### src/rtl/keypad_scanner.sv
// ----------------------------------------------------------------------------
// keypad_scanner
//
// Scans a 4x4 matrix keypad. One column strobe is driven low per slot, the
// active-low rows are sampled at the end of each slot, and the four column
// samples form a 16-bit frame snapshot. Once per frame the completed snapshot
// goes to a debounce FSM. The FSM accepts a single key after DEBOUNCE identical
// frames and confirms its release after DEBOUNCE empty frames. Each accepted
// code is shifted into a four-digit hex register for the display driver.
//
// Parameters
//   SCAN_DIV  clock cycles per column slot (>= 4)
//   DEBOUNCE  identical frames needed to accept a press or a release (1..15)
//
// Ports
//   clk        system clock, rising edge
//   rst        asynchronous reset, active low
//   row[3:0]   keypad rows, active low, asynchronous to clk
//   col[3:0]   column strobes, active low, exactly one low at a time
//   key_valid  one-cycle pulse when a key is accepted
//   key_code   code (4*row + col) of the last accepted key
//   key_held   high from accept until the release is confirmed
//   hexs       last four accepted codes, newest in [3:0]
// ----------------------------------------------------------------------------
module keypad_scanner #(
   parameter int SCAN_DIV = 131072,
   parameter int DEBOUNCE = 4
) (
   input  logic        clk,
   input  logic        rst,
   input  logic [3:0]  row,
   output logic [3:0]  col,
   output logic        key_valid,
   output logic [3:0]  key_code,
   output logic        key_held,
   output logic [15:0] hexs
);

   localparam int            CW        = (SCAN_DIV > 1) ? $clog2(SCAN_DIV) : 1;
   localparam logic [CW-1:0] SLOT_LAST = CW'(SCAN_DIV - 1);
   localparam logic [CW-1:0] SLOT_ONE  = CW'(1);
   localparam logic [3:0]    CNT_TGT   = 4'(DEBOUNCE);

   typedef enum logic [1:0] {
      S_IDLE     = 2'd0,
      S_DEBOUNCE = 2'd1,
      S_PRESSED  = 2'd2,
      S_RELEASE  = 2'd3
   } state_t;

   // ------------------------------------------------------------------------
   // Registers
   // ------------------------------------------------------------------------
   logic [3:0]    r_row_s1;
   logic [3:0]    r_row_s2;
   logic [CW-1:0] r_slot_cnt;
   logic [3:0]    r_col;
   logic [15:0]   r_snap;
   logic [15:0]   r_frame;       // completed snapshot handed to the FSM
   logic          r_frame_tick;  // one cycle after each frame end
   state_t        r_state;
   logic [3:0]    r_cnt;
   logic [3:0]    r_cand;
   logic          r_key_valid;
   logic [3:0]    r_key_code;
   logic          r_key_held;
   logic [15:0]   r_hexs;

   // ------------------------------------------------------------------------
   // Combinational helpers
   // ------------------------------------------------------------------------
   logic          w_slot_end;
   logic          w_frame_end;
   logic [1:0]    w_col_idx;
   logic [15:0]   w_snap_next;
   logic          w_none;
   logic          w_single;
   logic [3:0]    w_bit;
   logic [3:0]    w_code;

   assign w_slot_end  = (r_slot_cnt == SLOT_LAST);
   assign w_frame_end = w_slot_end && (w_col_idx == 2'd3);

   // Column index is the position of the single low strobe.
   always_comb begin
      // NOTE: every variable assigned in a combinational block gets a default
      // first, so no path leaves it unassigned and no latch is inferred.
      w_col_idx = 2'd0;
      case (r_col)
         4'b1101: w_col_idx = 2'd1;
         4'b1011: w_col_idx = 2'd2;
         4'b0111: w_col_idx = 2'd3;
         default: w_col_idx = 2'd0;
      endcase
   end

   // Snapshot with the current column's inverted rows merged in. At frame end
   // this is the complete frame, including the column-3 sample taken now.
   always_comb begin
      w_snap_next = r_snap;
      w_snap_next[{w_col_idx, 2'b00} +: 4] = ~r_row_s2;
   end

   // Frame classification. A power-of-two test finds exactly-one-bit-set.
   assign w_none   = (r_frame == 16'd0);
   assign w_single = !w_none && ((r_frame & (r_frame - 16'd1)) == 16'd0);

   // Snapshot bit 4c+r maps to key code 4r+c, i.e. the two index fields swap.
   always_comb begin
      w_bit  = 4'd0;
      w_code = 4'd0;
      for (int b = 0; b < 16; b++) begin
         if (r_frame[b]) begin
            w_bit  = 4'(b);
            w_code = {w_bit[1:0], w_bit[3:2]};
         end
      end
   end

   // ------------------------------------------------------------------------
   // Row synchronizer (two flops, rows are asynchronous to clk)
   // ------------------------------------------------------------------------
   always_ff @(posedge clk or negedge rst) begin
      if (!rst) begin
         // NOTE: sequential state is written with non-blocking assignments so
         // every flop samples the pre-edge value of its neighbours.
         r_row_s1 <= 4'd0;
         r_row_s2 <= 4'd0;
      end else begin
         r_row_s1 <= row;
         r_row_s2 <= r_row_s1;
      end
   end

   // ------------------------------------------------------------------------
   // Slot counter, column rotation and frame snapshot
   // ------------------------------------------------------------------------
   always_ff @(posedge clk or negedge rst) begin
      if (!rst) begin
         r_slot_cnt   <= '0;
         r_col        <= 4'b1110;
         r_snap       <= 16'd0;
         r_frame      <= 16'd0;
         r_frame_tick <= 1'b0;
      end else begin
         r_frame_tick <= 1'b0;
         if (w_slot_end) begin
            r_slot_cnt <= '0;
            r_col      <= {r_col[2:0], r_col[3]};
            r_snap     <= w_snap_next;
            if (w_frame_end) begin
               r_frame      <= w_snap_next;
               r_frame_tick <= 1'b1;
            end
         end else begin
            r_slot_cnt <= r_slot_cnt + SLOT_ONE;
         end
      end
   end

   // ------------------------------------------------------------------------
   // Debounce FSM with registered outputs. It acts on the cycle after frame
   // end, so all outputs change on the first edge after the frame-end edge.
   // ------------------------------------------------------------------------
   always_ff @(posedge clk or negedge rst) begin
      if (!rst) begin
         r_state     <= S_IDLE;
         r_cnt       <= 4'd0;
         r_cand      <= 4'd0;
         r_key_valid <= 1'b0;
         r_key_code  <= 4'd0;
         r_key_held  <= 1'b0;
         r_hexs      <= 16'd0;
      end else begin
         r_key_valid <= 1'b0;
         if (r_frame_tick) begin
            case (r_state)
               S_IDLE: begin
                  if (w_single) begin
                     r_cand <= w_code;
                     if (DEBOUNCE == 1) begin
                        r_key_valid <= 1'b1;
                        r_key_code  <= w_code;
                        r_hexs      <= {r_hexs[11:0], w_code};
                        r_key_held  <= 1'b1;
                        r_cnt       <= 4'd0;
                        r_state     <= S_PRESSED;
                     end else begin
                        r_cnt   <= 4'd1;
                        r_state <= S_DEBOUNCE;
                     end
                  end
               end

               S_DEBOUNCE: begin
                  if (w_single) begin
                     if (w_code == r_cand) begin
                        if ((r_cnt + 4'd1) == CNT_TGT) begin
                           r_key_valid <= 1'b1;
                           r_key_code  <= r_cand;
                           r_hexs      <= {r_hexs[11:0], r_cand};
                           r_key_held  <= 1'b1;
                           r_cnt       <= 4'd0;
                           r_state     <= S_PRESSED;
                        end else begin
                           r_cnt <= r_cnt + 4'd1;
                        end
                     end else begin
                        // A different single key restarts the count.
                        r_cand <= w_code;
                        r_cnt  <= 4'd1;
                     end
                  end else begin
                     r_cnt   <= 4'd0;
                     r_state <= S_IDLE;
                  end
               end

               S_PRESSED: begin
                  // Any key activity keeps the press alive; no auto-repeat.
                  if (w_none) begin
                     if (DEBOUNCE == 1) begin
                        r_key_held <= 1'b0;
                        r_cnt      <= 4'd0;
                        r_state    <= S_IDLE;
                     end else begin
                        r_cnt   <= 4'd1;
                        r_state <= S_RELEASE;
                     end
                  end
               end

               S_RELEASE: begin
                  if (w_none) begin
                     if ((r_cnt + 4'd1) == CNT_TGT) begin
                        r_key_held <= 1'b0;
                        r_cnt      <= 4'd0;
                        r_state    <= S_IDLE;
                     end else begin
                        r_cnt <= r_cnt + 4'd1;
                     end
                  end else begin
                     r_cnt   <= 4'd0;
                     r_state <= S_PRESSED;
                  end
               end

               default: begin
                  r_cnt   <= 4'd0;
                  r_state <= S_IDLE;
               end
            endcase
         end
      end
   end

   // ------------------------------------------------------------------------
   // Outputs
   // ------------------------------------------------------------------------
   assign col       = r_col;
   assign key_valid = r_key_valid;
   assign key_code  = r_key_code;
   assign key_held  = r_key_held;
   assign hexs      = r_hexs;

endmodule

### config.mk
export PLATFORM = sky130hd
export DESIGN_NAME = keypad_scanner
export DESIGN_NICKNAME = d
export VERILOG_FILES = /design/src/rtl/keypad_scanner.sv
export SDC_FILE = /design/constraint.sdc
export NUM_CORES = 1
export LEC_CHECK = 0
export ABC_AREA = 1
export CORE_ASPECT_RATIO = 1.5
export CORE_MARGIN = 3
export CORE_UTILIZATION = 55
export DETAILED_ROUTE_END_ITERATION = 10
export GPL_ROUTABILITY_DRIVEN = 0
export PLACE_DENSITY_LB_ADDON = 0.15
export SETUP_SLACK_MARGIN = 0.5
export SLEW_MARGIN = 10
export SYNTH_ARGS = -nofsm -noshare
export SYNTH_HDL_FRONTEND = slang
export SYNTH_SLANG_ARGS = --single-unit
### constraint.sdc
create_clock -name clk -period 3.1 [get_ports clk]
set_clock_uncertainty 0.05 [all_clocks]
set_input_delay 0.93 -clock clk [delete_from_list [all_inputs] [get_ports clk]]
set_output_delay 0.93 -clock clk [all_outputs]
set_load 0.005 [all_outputs]
# After elaboration in Yosys (flattened, before gate mapping)

Cells that the tools add are included.

Equal/unequal tests: 21
Bitwise operators: 2
Shifts and indexed selects: 2
Magnitude comparators: 0
$mul: 0
$add $sub $neg: 4
Divide/modulo/power cells: 0
Muxes and demuxes: 50
Reductions and logical operators: 14

Operators by type and width:

| operator                                                               | number |
|---|---|
| 4-bit 2-to-1 mux                                                       | 23 |
| 16-bit logical NOT                                                     | 2 |
| 17-bit by 1-bit adder with 17-bit output, second input constant        | 1 |
| 17-bit equality test, second input constant                            | 1 |
| 17-bit 2-to-1 mux                                                      | 1 |
| 16-bit AND                                                             | 1 |
| 16-bit bitwise mux                                                     | 1 |
| 2-bit inequality test, second input constant                           | 8 |
| 4-bit case mux with 4 select lines                                     | 1 |
| 4-bit by 6-bit variable shift with 16-bit output, first input constant | 1 |
| 4-bit by 6-bit indexed part select with 16-bit output                  | 1 |
| 16-bit by 1-bit subtractor with 16-bit output, second input constant   | 1 |
| 2-bit 2-to-1 mux                                                       | 7 |
| 1-bit 2-to-1 mux                                                       | 12 |
| 5-bit AND reduction                                                    | 2 |
| 3-bit inequality test, second input constant                           | 3 |
| 4-bit by 3-bit equality test with 1-bit output, second input constant  | 2 |
| 4-bit equality test, second input constant                             | 2 |
| 2-bit case mux with 4 select lines                                     | 1 |
| 4-bit case mux with 2 select lines                                     | 1 |
| 7-bit AND reduction                                                    | 1 |
| 2-bit equality test, second input constant                             | 3 |
| 4-bit negation with 6-bit output                                       | 1 |
| 2-bit case mux with 3 select lines                                     | 1 |
| other kinds (13)                                                       | 15 |

Word-level logic and storage cells: 107
Output and inout port bits: 26
Bits in registers: 94
Memory bits (read-only): 0
Input bits: 6
Bits in latches: 0
RAM bits: 0
Memories kept: 0

# Depth between registers and ports, before layout

Gate-level depths: netlist (run 1).

Word-level depth: 20
Gate-level depth with buffers: 23
Gate-level depth less buffers: 22

# Least setup slack after synthesis (run 1)

No wires, ideal clock.

Path type: register to register
From: register r_slot_cnt[0]
To: register r_snap[0]
Data required time: 2967 ps
Data arrival time: 2518 ps
Setup time: 83 ps
Period minus slack after synthesis: 2650 ps
Path slack: 450 ps
Buffers on the path: 2
Cell stages (with the launch flop): 17
Cells stage by stage: dfrtp_1 ha_1 nand2_1 nor2_1 nand3_1 nor2_1 nand3_1 nor3_1 nand2_1 nor2_1 nand2_1 nor2_1 ha_1 clkbuf_1 buf_1 nand2_1 o21ai_0

Longest elaborated chain between the ends: 1

Ends and longest elaborated chain:

| element                  | RTL line | source |
|---|---|---|
| start: declaration       | 56       | `logic [CW-1:0] r_slot_cnt;` |
| start signal: assignment | 156      | `r_slot_cnt <= r_slot_cnt + SLOT_ONE;` |
| 17-bit equality test     | 81       | `assign w_slot_end = (r_slot_cnt == SLOT_LAST);` |
| end signal: assignment   | 150      | `r_snap <= w_snap_next;` |
| end: declaration         | 58       | `logic [15:0] r_snap;` |

Every way passes these cells.
A chain may end at the register's enable or synchronous reset.

# Worst setup path after layout (run 1)

From: register r_slot_cnt[1]
To: register r_frame[2]

Longest elaborated chain between the ends: 3

Ends and longest elaborated chain:

| element                                | RTL line | source |
|---|---|---|
| 17-bit equality test *                 | 81       |  |
| 1-bit logical AND                      | 82       | `assign w_frame_end = w_slot_end && (w_col_idx == 2'd3);` |
| 2-bit AND reduction (no source line) * | --       |  |
| end signal: assignment                 | 152      | `r_frame <= w_snap_next;` |
| end: declaration                       | 59       | `logic [15:0] r_frame;` |

Every way passes the cells marked *; elsewhere a longest branch is shown, timed or not.

==> run metrics, run 1 <==
status=finished clean; Least-Margin Pin Slew=0.687 ns; top post-synthesis cells by area=dfrtp_1, nand2_1, o21ai_0; worst path required time=3.34 ns; Crit Path Class=reg2reg; Vias=3540; maximum VDD drop=0.000340 V; RSZ-0062 raised after global routing=yes; synth unique cells=41; Die X=77.9 um; Worst R2R End=r_frame[2]$_DFFE_PN0P_; Reg2Reg Depth=17; Max-Cap Viols=0; DP HPWL=6210 um; number of synthesized register bits=86; area leader, netlist=dfrtp_1; relative slew slack=0.542; Post-Place Cells=641; first-pass iteration count of the detailed router=5; via density per instance=5.30; share of cells above drive strength 1=0.155; register-to-register setup slack=0.55 ns; post-route setup slack=0.545 ns; Finished Layout Cells=668; Num CTS Buffers=9; CTS sink count=86; chip height=114 um; pwr dens=394 mW/mm2; vias in the first global route=3434; final core occ=0.693; sequential fraction of the synthesis area=0.506; CTS Hold Buffers Added=0; Initial DRC Count=175; I/O Pins=32; DIE AREA=0.00886 mm2; Avg Synthesized Cell Area=8.16 um2; worst-case clock buffer depth=2; post-route DRC violation count=0; Worst Hold Endpoint=r_row_s2[1]$_DFF_PN0_; DP Worst Slack=0.233 ns; Reg clk slew, reported paths=0.08 ns; most numerous cell in the Yosys netlist=nand2_1; Total GRT Usage=0.212; Hold Crit Class=reg2reg; crit path time final=2.55 ns; core area=0.00737 mm2; synthesized area=0.00426 mm2; # setup viols final=0; n_diodes=0; CP arrival=2.80 ns; period utilization=0.824; Post-Syn Nets=536; hold depth=0; fmax=391 MHz; routed len/inst=13.7 um; Critical Path Sink Type=flip-flop; reg2reg start=r_slot_cnt[1]$_DFF_PN0_; startpoint types=flip-flop; H-tree Lvls=3; list of most frequent post-synthesis cells=nand2_1, dfrtp_1, inv_1; total power draw=2.01 mW; Site Rows=38; worst-path maximum fanout=8; initial antenna violation count=0; Post-Route WL=9170 um; starting density of the core=0.578; Final nets=578; first-pass GRT wire length=14800 um; clk_lat worst skew=0.37 ns; Hold Vio Cnt, Final=0; Area after DPL=0.00464 mm2; setup TNS=0 ns; gate count after technology mapping=522; Leak=2.46 nW; ANT nets after route=0; Yosys warning count=0; synth-to-layout area growth=20.0%; Async SR Flop Fraction=1.00; largest net degree at the start of global routing=55; top cell type's share of synthesized area=0.488; final instance area=0.00511 mm2; fin. max-slew vios=0; clk root buf=clkbuf_8; Post-synth EDFFs=0; hold_sp=r_row_s1[1]$_DFF_PN0_; Hold WS=0.300 ns; I/O Buffers=31; grt ovf=0; CTS tree=built; Synth Flop Type=dfrtp_1
how the worst max path moves through the flow:
stage,endpoint,depth (start not counted),start
finish,r_frame[2]$_DFFE_PN0P_,17,r_slot_cnt[1]$_DFF_PN0_
global placement,r_frame[14]$_DFFE_PN0P_,15,r_slot_cnt[0]$_DFF_PN0_
global route,r_frame[2]$_DFFE_PN0P_,17,r_slot_cnt[1]$_DFF_PN0_
detailed placement,r_snap[11]$_DFFE_PN0P_,14,r_slot_cnt[0]$_DFF_PN0_
floorplan,r_frame[2]$_DFFE_PN0P_,16,r_slot_cnt[0]$_DFF_PN0_
CTS,r_frame[3]$_DFFE_PN0P_,17,r_slot_cnt[1]$_DFF_PN0_
placed cells by master (no fill, tap or decap), drive strengths merged, types with 8 or more instances in the layout:
master           n
buf             17
clkbuf           9
o21ai           53
a21oi           19
nand3           27
o22ai            8
clkdlybuf4s50   30
inv             60
ha               8
nand2          155
nor3             8
dfrtp           83
nor2            53
metal layers:
| layer | global-route usage | routed length, um |
|---|---|---|
| met3 | 0.0474 | 265 |
| met2 | 0.398 | 5060 |
| met4 | 0.0998 | 313 |
| met5 | 0 | 0 |
| met1 | 0.221 | 3530 |
power by group:
part	internal [mW]	switching, mW	leakage (nW)
Sequential	1.13	0.00310	1.16
Clock	0.449	0.398	0.105
Combinational	0.0112	0.0251	1.19
Total	1.59	0.426	2.46
cell type report:
| class | instances | area, um2 |
|---|---|---|
| Fill cell | 578 | 2260 |
| Sequential cell | 86 | 2160 |
| Timing Repair inverter | 1 | 7.51 |
| Clock inverter | 6 | 86.3 |
| Timing Repair Buffer | 47 | 460 |
| Multi-Input combinational cell | 359 | 1910 |
| Clock buffer | 9 | 124 |
| Inverter | 60 | 239 |
| Tap cell | 100 | 125 |
critical path, cell delays in order, from the launching register on:
cell and delay (ns):
dfrtp_1 0.37, ha_2 0.21, nand2_2 0.08, nor2_4 0.11
nand3_2 0.11, nor2_4 0.12, nand3_2 0.09, nor3_2 0.16
nand2_1 0.12, nor2_2 0.16, nand2_2 0.09, nor2_4 0.14
ha_4 0.23, nand2_4 0.09, inv_4 0.08, buf_6 0.12
nand2_1 0.06, o21ai_1 0.09
kinds of logic after synthesis:
logic type / share of synthesized area
and+or+nand+nor: 0.266
xor gates and xnor gates: 0.0103
adders and majority gates: 0.0235
buffers and inverters: 0.0770
DFF: 0.506
AOI/OAI and AO/OA: 0.117
what timing repair did:
action                                  CTS  global route
gates cloned                              0             3
resized for setup                        10            37
endpoints found under the setup margin   46            57
buffers inserted                          5             4
pin swaps                                 4            10
sequential cells by signal, indices dropped and copies added (netlist names):
name and cells:
col 4, hexs 13, key_code 3, key_held 1, key_valid 1, r_cand 4, r_cnt 4, r_frame 16
r_frame_tick 1, r_row_s1 4, r_row_s2 4, r_slot_cnt 17, r_snap 12, r_state 2
Power figures use the tool's default switching activity.
==> run 2, diff against run 1 <==
CORE_UTILIZATION = 53   (was 55)
clock period = 2.2 ns   (was 3.1 ns; I/O delays follow)
==> run metrics, run 2 (same netlist as run 1, synthesis figures left out) <==
grt ovf=0; Site Rows=39; worst-case clock buffer depth=2; crit path time final=2.61 ns; I/O Buffers=31; RSZ-0062 raised after global routing=yes; startpoint types=flip-flop; number of flip-flops in the largest register=17; Least-Margin Pin Slew=0.463 ns; Hold WS=0.217 ns; n_diodes=0; final core occ=0.833; DP HPWL=7070 um; Leak=3.30 nW; post-route setup slack=-0.406 ns; I/O Pins=32; chip height=116 um; worst path buffer plus inverter count=2; Slowest-stage cell, CP=dfrtp_1; Max-Cap Viols=0; first-pass iteration count of the detailed router=5; failing checks=setup timing; clk_lat worst skew=0.35 ns; Post-Route M1 WL=4680 um; highest routed layer=met4; routed len/inst=17.1 um; commonest non-fill, non-tap cell in the layout=nand2_1; # fillers=421; clk root buf=clkbuf_16; Num CTS Buffers=9; Post-Route WL=13100 um; H-tree Lvls=3; period utilization=1.18; fmax=384 MHz; core area=0.00771 mm2; post-route DRC violation count=0; Critical Path Sink Type=flip-flop; met2 WL post-DR=7160 um; first-pass GRT wire length=19000 um; CTS tree=built; CTS sink count=86; Biggest register=r_slot_cnt; DP Worst Slack=-0.167 ns; DIE AREA=0.00917 mm2; pwr dens=502 mW/mm2; Hold Crit Class=in2async; Die X=79.2 um; CP arrival=2.81 ns; vias in the first global route=4252; Final nets=675; relative slew slack=0.691; maximum VDD drop=0.000522 V; worst-path maximum fanout=7; starting density of the core=0.552; Vias=4232; CP dominant cell by count=nor2_4; worst path required time=2.40 ns; via density per instance=5.51; Crit Path Class=reg2reg; ANT nets after route=0; Cell Chain, Critical Path=ha_2 > nand2_2 > nor2_4 > nand3_2 > nor2_4 > nand3_4 > nor3_4 > nand2_2 > nor2_4 > nand2_2 > nor2_4 > ha_4 > buf_12 > nand2_8 > inv_8 > nand2_1 > o21ai_0; Worst path max stage delay=0.36 ns; crit-path leading delay family=simple AND/OR/NAND/NOR gates; most frequent cells in the layout=nand2_1, dfrtp_1, buf_4; # setup viols final=76; setup TNS=-21.36 ns; fin. max-slew vios=0; Hold Vio Cnt, Final=0; status=complete, but fails checks; Initial DRC Count=360; metal3 WL=515 um; largest net degree at the start of global routing=38; share of cells above drive strength 1=0.402; synth-to-layout area growth=50.9%; Reg clk slew, reported paths=0.06 ns; initial antenna violation count=0; Total GRT Usage=0.267
run 2: changes by cell type in the layout (fill, tap and decap cells not counted), moves of 7 or more:
cell,previous run,this run
buf_4,13,83
buf_6,2,30
clkbuf_16,0,9
clkbuf_8,9,2
clkdlybuf4s15_1,0,18
clkdlybuf4s50_1,30,4
nand2_1,145,95
nand2_2,8,45
nand2_4,2,15
o21ai_0,42,15
o21ai_1,8,22
o21ai_2,3,13
run 2: what timing repair did:
action | CTS | global route
gates cloned | 5 | 1
buffers inserted | 46 | 6
hold buffers | 0 | 0
setup endpoints to repair | 104 | 92
pin swaps | 24 | 36
gates resized for setup | 128 | 119
run 2: routing by layer:
layer / vias up / global-route usage
met5: - / 0
met4: 0 / 0.158
met3: 64 / 0.0482
met2: 162 / 0.498
met1: 2041 / 0.273
li1: 1965 / -
run 2: area by class of cell:
cell class | instances | area (um2) | share of cell area
multi-input combinational | 361 | 2270 | 0.354
timing repair buffer | 139 | 1250 | 0.195
inverter | 60 | 256 | 0.0399
sequential | 86 | 2160 | 0.335
clock inverter | 5 | 56.3 | 0.00876
tap | 102 | 128 | 0.0199
timing repair inverter | 4 | 51.3 | 0.00798
clock buffer | 11 | 253 | 0.0393
run 2: path summary, 6_finish.rpt:
kind,start,to,slack (ns),depth (start not counted)
max in group asynchronous,rst,col[1]$_DFFE_PN1P_,1.23,2
max,r_slot_cnt[1]$_DFF_PN0_,r_frame[8]$_DFFE_PN0P_,-0.41,17
min,rst,hexs[13]$_DFFE_PN0P_,0.22,1
min in group clk,r_row_s1[0]$_DFF_PN0_,r_row_s2[0]$_DFF_PN0_,0.30,0
min reg2reg,r_row_s1[0]$_DFF_PN0_,r_row_s2[0]$_DFF_PN0_,0.30,0
max reg2reg,r_slot_cnt[1]$_DFF_PN0_,r_frame[8]$_DFFE_PN0P_,-0.41,17
run 2: through the flow:
step / cells / cell area, um2 / power, mW
global placement: 694 / 5120 / 1.68
floorplan: 522 / 4400 / 1.62
global route: 768 / 6430 / 3.30
detailed placement: 694 / 5120 / 1.68
finish: 768 / 6430 / 3.23
CTS: 761 / 6010 / 3.24
run 2: report_power, final:
group / total [mW] / internal (mW) / switching (mW)
Sequential: 1.59 / 1.59 / 0.00307
Clock: 1.58 / 0.942 / 0.637
Combinational: 0.0559 / 0.0191 / 0.0368
Total: 3.23 / 2.55 / 0.677
run 2: worst register-to-register path: stages, from the launching register on:
cell and delay [ns]:
dfrtp_1 0.36, ha_2 0.20, nand2_2 0.07, nor2_4 0.10, nand3_2 0.10, nor2_4 0.16, nand3_4 0.10, nor3_4 0.16
nand2_2 0.10, nor2_4 0.15, nand2_2 0.10, nor2_4 0.15, ha_4 0.19, buf_12 0.13, nand2_8 0.10, inv_8 0.12
nand2_1 0.07, o21ai_0 0.10
==> RTL edit, RTL diff (settings of run 1) <==
Reset style: synchronous (`rst`), changed in 3 clocked blocks. Comments in the files are not updated.
--- a/src/rtl/keypad_scanner.sv
+++ b/src/rtl/keypad_scanner.sv
@@ -122,3 +122,3 @@
    // ------------------------------------------------------------------------
-   always_ff @(posedge clk or negedge rst) begin
+   always_ff @(posedge clk) begin
       if (!rst) begin
@@ -137,3 +137,3 @@
    // ------------------------------------------------------------------------
-   always_ff @(posedge clk or negedge rst) begin
+   always_ff @(posedge clk) begin
       if (!rst) begin
@@ -164,3 +164,3 @@
    // ------------------------------------------------------------------------
-   always_ff @(posedge clk or negedge rst) begin
+   always_ff @(posedge clk) begin
       if (!rst) begin
Check against the original RTL: no difference found for any inputs over 10 cycles, from zero or initial values and one cycle with rst low; that may be too few to reach the edited logic, so the function may still have changed.
==> RTL edit against run 1 <==
Synthesized area shrank 7.1%. Non-clock buffer count grew 21. Cell area grew 2.5%. First-iteration DRC count grew 46%. Routed wire length grew 9.2%. Sequential cell count is the same. Sequential share of layout area shrank 9.3 points. Worst setup slack lost 96 ps. Global-route usage grew 2.2 points.
Power is not compared: it rests on default switching activity, and its combinational part moved more than twofold at a synthesized area within 25%.
==> RTL edit: results (changes against run 1) <==
Synthesis
  – Synth cell types: 43 (+4.9%)
  – Synth top cells by count: 91 x nand2_1, 86 x dfxtp_1, 83 x nor2_1
  – Synth warn: 0 (unchanged)
  – Post-synth ARST share: 0 (-1.00)
  – Largest cells by area after synthesis: dfxtp_1 44%, nand2_1 8.6%, nor2_1 7.9%
  – Cells after synthesis: 537 (+2.9%)
  – Syn nets: 551 (+2.8%)
  – Post-synthesis sequential area ratio: 0.435 (-0.0711)

Global routing
  – First-pass GRT wire length: 14800 µm (about the same)
  – Number of global-route vias before repair: 3386 (-1.4%)
  – Overall Global Routing Usage: 0.234 (+0.0215)
  – Initial antenna violation count: 0 (unchanged)
  – Largest net degree at the start of global routing: 35 (-36%)

Finish
  – Largest Register: r_slot_cnt
  – Fin cells: 684 (+2.4%)
  – Fill count: 502 (-13%)
  – Max reg flops: 17 (unchanged)
  – Fin nets: 616 (+6.6%)
  – Share of cells above drive strength 1: 0.229 (+0.0744)
  – Antenna cells: 0 (unchanged)

Critical path
  – Reg2Reg Depth: 21 (+4)
  – Crit path max-delay family: buffers and inverters
  – CP max-delay cell: dfxtp_2
  – Crit path DAT: 2860 ps (+60 ps)
  – Worst path max stage delay: 360 ps
  – CP max FO: 2 (-6)

Hold path
  – Hold Path Class: reg -> reg
  – Cells on Worst Hold Path: 2 (+2)

Drt
  – Via density: 5.53 (+4.3%)
  – Routed wire length: 10000 µm (+9.2%)
  – Drt pass-1 iters: 5 (unchanged)
  – Met2 routed WL: 5210 µm (+2.9%)
  – Met3 Wirelength: 475 µm (+79%)
  – WL met1: 3890 µm (+10%)
  – Initial DRC count: 255 (+46%)

STA
  – Worst Tran Pin Value: 447 ps (-240 ps)
  – Endpoints failing hold: 0 (unchanged)

Clock network
  – Clk_lat worst skew: 360 ps
  – Worst-path clk slew: 80 ps (about the same)
  – TritonCTS Buffers: 9 (unchanged)
  – Root Buffer: clkbuf_8
  – Clock Path Buffers: 2 (unchanged)

Status
  – Status: finished, final reports clean

Placed design
  – Port bufs: 31 (unchanged)
  – Placed Cells: 634 (-1.1%)
  – Final HPWL DP: 5830 µm (-6.0%)

Pwr
  – Worst vdd rail ir drop: 0.000466 V
[RTL edit: changes by cell type after synthesis, sizes merged, moves of 5 or more]
cell and delta:
a21oi +6, dfrtp -83, dfxtp +86, inv +17, nand2 -62, nand3 -10
nand4 +5, nor2 +36, nor3 +10, nor4 +7, o22ai +6
[RTL edit: kinds of logic (layout without fill, tap and decap cells)]
kind of cell | Yosys count | count (layout) | share of synthesized area
AOI/OAI and AO/OA | 102 | 102 | 0.143
and+or+nand+nor | 241 | 242 | 0.291
xor gates and xnor gates | 4 | 4 | 0.00885
adders and majority gates | 8 | 8 | 0.0253
DFF | 86 | 86 | 0.435
buffers and inverters | 96 | 164 | 0.0971
[RTL edit: area by class of cell]
type	count	area (µm²)	area share
flip-flops and latches	86	1720	0.329
clock buffers	10	138	0.0263
repair inverters	1	7.51	0.00143
repair buffers	68	709	0.135
inverters	80	314	0.0599
multi-input cells	356	2200	0.420
well taps	78	97.6	0.0186
clock inverters	5	50.0	0.00955
[RTL edit: repair_timing]
item | CTS | global route
resized for setup | 15 | 108
setup endpoints to repair | 42 | 68
pin swaps | 12 | 26
gates cloned | 1 | 3
setup buffers | 22 | 9
[RTL edit: per-layer routing]
metal  track usage  up-vias
met5             0        -
met4         0.131        0
met3        0.0457       38
met2         0.412      135
met1         0.254     1733
li1              -     1876
[RTL edit: worst reg2reg max path, delay by kind of cell, from the launching register on]
kind                     cells  cell delay (ps)
adder cells (fa/ha/maj)      1              150
AND/OR/NAND/NOR              8              730
flip-flops                   1              360
buffers and inverters       12             1270
[RTL edit: final timing paths]
path / start / to / slack (ps)
max: r_slot_cnt[1] / r_slot_cnt[8] / 450
min: r_row_s1[3] / r_row_s2[3] / 360
max reg2reg: r_slot_cnt[1] / r_slot_cnt[8] / 450
min reg2reg: r_row_s1[3] / r_row_s2[3] / 360
[RTL edit: report_power, final]
group          total, mW  internal, mW  switching, mW
combinational     0.0798        0.0346         0.0452
sequential          1.12          1.11        0.00473
clock              0.774         0.384          0.390
[RTL edit: stage by stage]
step	setup slack [ps]	power (mW)	instance area (µm²)
floorplan	525	1.17	3960
global placement	309	1.19	4310
detailed placement	233	1.19	4310
CTS	503	1.95	4700
global route	271	2.05	5240
finish	449	1.97	5240
